--- src/rtl/rv_decode_pipe.sv ---
`default_nettype none
// +----------------------------------------------------------------------+
// | rv_decode_pipe: RV decode stage, regfile, WB bypass, load-use bubble |
// | Revision: 1.0                                                        |
// +----------------------------------------------------------------------+
module rv_decode_pipe #(
  parameter int XLEN   = 32,
  parameter int NREGS  = 32,
  parameter int BYPASS = 1
) (
  input  logic            clk,
  input  logic            rst,
  input  logic            if_id_valid,
  input  logic [31:0]     if_id_ir,
  input  logic [XLEN-1:0] if_id_pc,
  output logic            if_id_ready,
  input  logic            stall_i,
  input  logic            flush_i,
  input  logic            wb_we,
  input  logic [4:0]      wb_rd,
  input  logic [XLEN-1:0] wb_data,
  output logic            id_ex_valid,
  output logic [31:0]     id_ex_ir,
  output logic [XLEN-1:0] id_ex_pc,
  output logic [XLEN-1:0] id_ex_rs1_val,
  output logic [XLEN-1:0] id_ex_rs2_val,
  output logic [XLEN-1:0] id_ex_imm,
  output logic [4:0]      id_ex_rd,
  output logic [2:0]      id_ex_funct3,
  output logic [6:0]      id_ex_funct7,
  output logic            hazard_o
);

  localparam int         c_aw       = $clog2(NREGS);
  localparam logic [5:0] c_nregs    = 6'(NREGS);
  localparam logic [6:0] c_op_opimm = 7'b0010011;
  localparam logic [6:0] c_op_load  = 7'b0000011;
  localparam logic [6:0] c_op_jalr  = 7'b1100111;
  localparam logic [6:0] c_op_store = 7'b0100011;
  localparam logic [6:0] c_op_branch= 7'b1100011;
  localparam logic [6:0] c_op_lui   = 7'b0110111;
  localparam logic [6:0] c_op_auipc = 7'b0010111;
  localparam logic [6:0] c_op_jal   = 7'b1101111;
  localparam logic [6:0] c_op_reg   = 7'b0110011;

  logic [XLEN-1:0] r_rf [NREGS];

  logic            r_valid;
  logic [31:0]     r_ir;
  logic [XLEN-1:0] r_pc;
  logic [XLEN-1:0] r_rs1_val;
  logic [XLEN-1:0] r_rs2_val;
  logic [XLEN-1:0] r_imm;
  logic [4:0]      r_rd;
  logic [2:0]      r_funct3;
  logic [6:0]      r_funct7;

  logic [6:0]      w_op;
  logic [4:0]      w_rs1;
  logic [4:0]      w_rs2;
  logic            w_wb_ok;
  logic            w_uses_rs2;
  logic            w_load_use;
  logic [31:0]     w_imm32;
  logic [XLEN-1:0] w_imm;
  logic [XLEN-1:0] w_rs1_val;
  logic [XLEN-1:0] w_rs2_val;

  assign w_op    = if_id_ir[6:0];
  assign w_rs1   = if_id_ir[19:15];
  assign w_rs2   = if_id_ir[24:20];
  assign w_wb_ok = wb_we && (wb_rd != 5'd0) && ({1'b0, wb_rd} < c_nregs);

  // Out-of-range indices read as zero; a matching WB write is forwarded when enabled.
  function automatic logic [XLEN-1:0] f_read(input logic [4:0] idx);
    if (idx == 5'd0 || {1'b0, idx} >= c_nregs)
      f_read = '0;
    else if (BYPASS != 0 && w_wb_ok && wb_rd == idx)
      f_read = wb_data;
    else
      f_read = r_rf[idx[c_aw-1:0]];
  endfunction

  assign w_rs1_val = f_read(w_rs1);
  assign w_rs2_val = f_read(w_rs2);

  always_comb begin
    w_imm32 = '0;
    case (w_op)
      c_op_opimm, c_op_load, c_op_jalr:
        w_imm32 = {{20{if_id_ir[31]}}, if_id_ir[31:20]};
      c_op_store:
        w_imm32 = {{20{if_id_ir[31]}}, if_id_ir[31:25], if_id_ir[11:7]};
      c_op_branch:
        w_imm32 = {{19{if_id_ir[31]}}, if_id_ir[31], if_id_ir[7],
                   if_id_ir[30:25], if_id_ir[11:8], 1'b0};
      c_op_lui, c_op_auipc:
        w_imm32 = {if_id_ir[31:12], 12'b0};
      c_op_jal:
        w_imm32 = {{11{if_id_ir[31]}}, if_id_ir[31], if_id_ir[19:12],
                   if_id_ir[20], if_id_ir[30:21], 1'b0};
      default:
        w_imm32 = '0;
    endcase
  end

  assign w_imm = XLEN'($signed(w_imm32));

  assign w_uses_rs2 = (w_op == c_op_reg) || (w_op == c_op_store) || (w_op == c_op_branch);
  assign w_load_use = r_valid && (r_ir[6:0] == c_op_load) && (r_rd != 5'd0) && if_id_valid &&
                      ((r_rd == w_rs1) || (w_uses_rs2 && (r_rd == w_rs2)));

  assign hazard_o    = w_load_use && !stall_i;
  assign if_id_ready = flush_i || (!stall_i && !w_load_use);

  always_ff @(posedge clk) begin
    if (!rst) begin
      for (int i = 0; i < NREGS; i++) r_rf[i] <= '0;
    end else if (w_wb_ok) begin
      r_rf[wb_rd[c_aw-1:0]] <= wb_data;
    end
  end

  always_ff @(posedge clk) begin
    if (!rst) begin
      r_valid   <= 1'b0;
      r_ir      <= '0;
      r_pc      <= '0;
      r_rs1_val <= '0;
      r_rs2_val <= '0;
      r_imm     <= '0;
      r_rd      <= '0;
      r_funct3  <= '0;
      r_funct7  <= '0;
    end else if (flush_i) begin
      r_valid <= 1'b0;
    end else if (!stall_i) begin
      if (w_load_use) begin
        r_valid <= 1'b0;
        r_ir    <= '0;
      end else begin
        r_valid   <= if_id_valid;
        r_ir      <= if_id_ir;
        r_pc      <= if_id_pc;
        r_rs1_val <= w_rs1_val;
        r_rs2_val <= w_rs2_val;
        r_imm     <= w_imm;
        r_rd      <= if_id_ir[11:7];
        r_funct3  <= if_id_ir[14:12];
        r_funct7  <= if_id_ir[31:25];
      end
    end
  end

  assign id_ex_valid   = r_valid;
  assign id_ex_ir      = r_ir;
  assign id_ex_pc      = r_pc;
  assign id_ex_rs1_val = r_rs1_val;
  assign id_ex_rs2_val = r_rs2_val;
  assign id_ex_imm     = r_imm;
  assign id_ex_rd      = r_rd;
  assign id_ex_funct3  = r_funct3;
  assign id_ex_funct7  = r_funct7;

endmodule
`default_nettype wire

--- config.mk ---
export PLATFORM = sky130hd
export DESIGN_NAME = rv_decode_pipe
export DESIGN_NICKNAME = d
export VERILOG_FILES = /design/src/rtl/rv_decode_pipe.sv
export SDC_FILE = /design/constraint.sdc
export NUM_CORES = 2
export LEC_CHECK = 0
export CELL_PAD_IN_SITES_DETAIL_PLACEMENT = 0
export CELL_PAD_IN_SITES_GLOBAL_PLACEMENT = 1
export CORE_MARGIN = 2
export CORE_UTILIZATION = 46
export CTS_CLUSTER_DIAMETER = 40
export DETAILED_ROUTE_END_ITERATION = 6
export HOLD_SLACK_MARGIN = 0.15
export PLACE_DENSITY_LB_ADDON = 0.15
export RECOVER_POWER = 50
export SETUP_SLACK_MARGIN = 0.4
export SYNTH_ARGS = -nofsm -noshare
export SYNTH_HDL_FRONTEND = slang
export SYNTH_SLANG_ARGS = --single-unit
--- constraint.sdc ---
create_clock -name clk -period 4.1 [get_ports clk]
set_input_delay 0.615 -clock clk [delete_from_list [all_inputs] [get_ports clk]]
set_output_delay 0.615 -clock clk [all_outputs]
set_load 0.05 [all_outputs]
==> summary.txt <==
Logic synthesis
  – Mean Syn Cell Area: 13.64 um2
  – Asr flop ratio synth: 0
  – Yosys warns: 0
  – Post-synth EDFFs: 1024
  – Unique masters post-synth: 61
  – Ys flop type: edfxtp_1
  – Post-synthesis sequential area ratio: 0.5612
  – Netlist Area Pre-Place: 0.06108 mm2
  – Post-Syn Instances: 4477
  – Seq cells post-synth: 1200

Global route
  – Antenna violations before repair: 10
  – Vias in the first global route: 44040
  – First-pass GRT wire length: 329500 um
  – Pin count of the biggest net entering global routing: 99
  – Total track usage: 0.3419
  – Overflow after GRT: 0

Clock network
  – Reg clk slew, reported paths: 0.05 ns
  – Num CTS Buffers: 186
  – Root Buffer Master: clkbuf_16
  – CTS tree: done
  – Hold_buf cts: 0
  – Max H-tree Level: 4
  – Clk buf depth: 3
  – Setup Buffers After CTS: 0
  – Worst-skew pair later-pin latency: 0.82 ns
  – CTS sink count: 1200
  – Post_cts resized: 0

Detailed routing
  – DR vias: 44130
  – DRT antenna net count: 0
  – DRC: 0
  – DR vias/cell: 6.669
  – DRC marker count from the first detailed-route iteration: 5871
  – Final WL: 232900 um
  – Drt pass-1 iters: 6
  – Drt wl/cell: 35.20 um

STA
  – Hold Fails Final Rpt: 0
  – Final period util: 0.9484
  – Setup-failing EPs final: 0
  – RSZ-0062 raised after global routing: false
  – Max Slew Vio Count: 55
  – Least-Margin Pin Slew: 2.403 ns
  – Final min period: 3.888 ns
  – Fmax: 257.2 MHz
  – Slew HR: -0.6022
  – Worst Skew: 0.02924 ns
  – Hold Worst Slack: 0.3697 ns

Floorplan
  – Die area: 0.1357 mm2
  – Effective utilization at floorplan: 0.4640
  – Die X-Extent: 368.4 um
  – Io pins: 285
  – Core Region: 0.1316 mm2
  – FP Rows: 133
  – Chip Height: 368.4 um

Setup path
  – Critical path type: in2reg
  – Top fanout value on the critical path: 33
  – R2R cell count: 8
  – R2R Path End: id_ex_rs1_val[15]
  – End of the critical path: r_rf[1][28]
  – R2r setup slk: 1.14 ns
  – Worst Path Arrival: 4.22 ns
  – Crit. Startpoint: wb_rd[2]
  – Critical path endpoint category: flip-flop
  – Req. time, crit path: 4.43 ns
  – Reg2Reg Launch Point: id_ex_ir[4]
  – Worst setup SP type: input pin

Hold path
  – Min-delay src: if_id_pc[30]
  – Hold Path Class: in2reg

Job
  – Max-Cap Viols: 4

Status
  – Failing checks: capacitance limit, slew limit
  – Outcome: finished with violations

Placement
  – Port bufs: 284
  – RePlAce Congestion: 0.8693
  – HPWL after DPL: 143800 um

Finish
  – Final Core Density: 0.5547
  – Commonest non-fill, non-tap cell in the layout: edfxtp_1
  – Register area: 0.03427 mm2
  – Fin nets: 4800
  – Multi-input gate area: 0.02499 mm2
  – Most frequent cells in the layout: 1024 x edfxtp_1, 523 x and2_1, 448 x mux4_2, 292 x nor3_1, 273 x clkdlybuf4s50_1
  – Area grow syn2layout: 19.54%
  – Fill count: 10770
  – Share of post-route cells with drive strength above 1: 0.2149

Power
  – Power per cell area: 473.1 mW/mm2
  – Lkg Pwr: 24.68 nW
  – Peak supply drop: 0.4799 mV
[worst min path at each step]
stage / end / slack [ns] / depth (start not counted)
final: id_ex_pc[30] / 0.37 / 3
after global placement: id_ex_ir[15] / 0.44 / 2
after CTS: id_ex_pc[17] / 0.32 / 3
after global routing: id_ex_pc[30] / 0.36 / 3
after detailed placement: id_ex_ir[24] / 0.44 / 2
after floorplan: id_ex_ir[15] / 0.67 / 2
[routing by layer]
metal / wire (um) / GRT usage / vias to the layer above
li1: - / - / 17980
met1: 88850 / 0.4547 / 22580
met2: 105800 / 0.5263 / 2976
met3: 26240 / 0.08838 / 584
met4: 12030 / 0.1609 / 8
met5: 46 / 0 / -
[cell families after synthesis]
logic type	count (synthesis)	share of synthesized area
muxes	577	0.1863
buffers and inverters	540	0.03685
AOI/OAI and AO/OA	674	0.07580
DFF	1200	0.5612
other	1	0.00006140
xor gates and xnor gates	20	0.002868
and+or+nand+nor	1465	0.1369
[power breakdown]
part / total (W) / switching (W) / internal, W
clock: 0.0162 / 0.00615 / 0.0101
sequential: 0.0143 / 0.000411 / 0.0139
combinational: 0.00398 / 0.00248 / 0.00150
total: 0.0345 / 0.00904 / 0.0255
[sequential cells by signal (all words and copies together), names as in the netlist]
name and cells:
id_ex_rs2_val 32, id_ex_valid 1, id_ex_rs1_val 32, id_ex_imm 32
id_ex_rd 5, id_ex_funct7 7, id_ex_ir 32, r_rf 1024
id_ex_pc 32, id_ex_funct3 3
[cell type report]
type	instances	share of cell area
tap	1755	0.03008
sequential	1200	0.4694
timing repair buffer	523	0.06994
clock buffer	212	0.06697
clock inverter	137	0.02036
inverter	14	0.0007369
multi-input combinational	2768	0.3422
antenna	8	0.0002742
[metrics by stage]
stage | total power [W] | TNS, ns | instance area [um2] | std cells | setup slack, ns
2_1_floorplan | 0.01675 | -146.14 | 61190 | 4508 | -0.2422
3_3_place_gp | 0.01847 | 0 | 67090 | 6260 | 0.3590
3_5_place_dp | 0.01850 | 0 | 67090 | 6260 | 0.3250
4_1_cts | 0.03464 | 0 | 73460 | 6609 | 0.4972
5_1_grt | 0.03535 | 0 | 72990 | 6610 | 0.2356
6_report | 0.03454 | 0 | 73010 | 6617 | 0.2115
[synth_stat cells, types with 3 or more instances]
cell type,number,area (um2)
dfxtp_1,176,3523
or2_1,4,25.02
nand4_1,33,206.5
o21ai_1,7,35.03
xor2_1,7,61.31
nor2b_1,7,43.79
o2bb2ai_1,10,87.58
buf_2,80,400.4
xnor2_1,13,113.9
o21a_1,3,22.52
o21ai_0,80,400.4
o31ai_1,23,172.7
a32o_1,32,320.3
clkbuf_1,411,1543
and3_1,63,394.1
and2_1,716,4479
a21oi_1,135,675.7
nand2_1,49,183.9
nand3b_1,4,30.03
nand3_2,21,210.2
nor3_1,292,1461
buf_6,8,90.09
nand3_1,149,745.7
or3_1,3,18.77
o32ai_1,11,96.34
o22ai_1,23,143.9
mux4_2,448,10090
nand2b_1,7,43.79
a211oi_1,17,127.6
buf_4,17,127.6
a22oi_1,165,1239
mux2i_1,129,1291
buf_1,10,37.54
a31oi_1,64,400.4
a211o_1,31,271.5
edfxtp_1,1024,30750
nor2_1,103,386.6
a221oi_1,63,551.8
inv_1,12,45.04
[critical path: stages]
cell and delay, ns:
dlygate4sd3_1 0.83, or3_1 0.24, clkbuf_1 1.71, o21ai_4 0.09
clkbuf_2 0.66
Power figures use the tool's default switching activity.
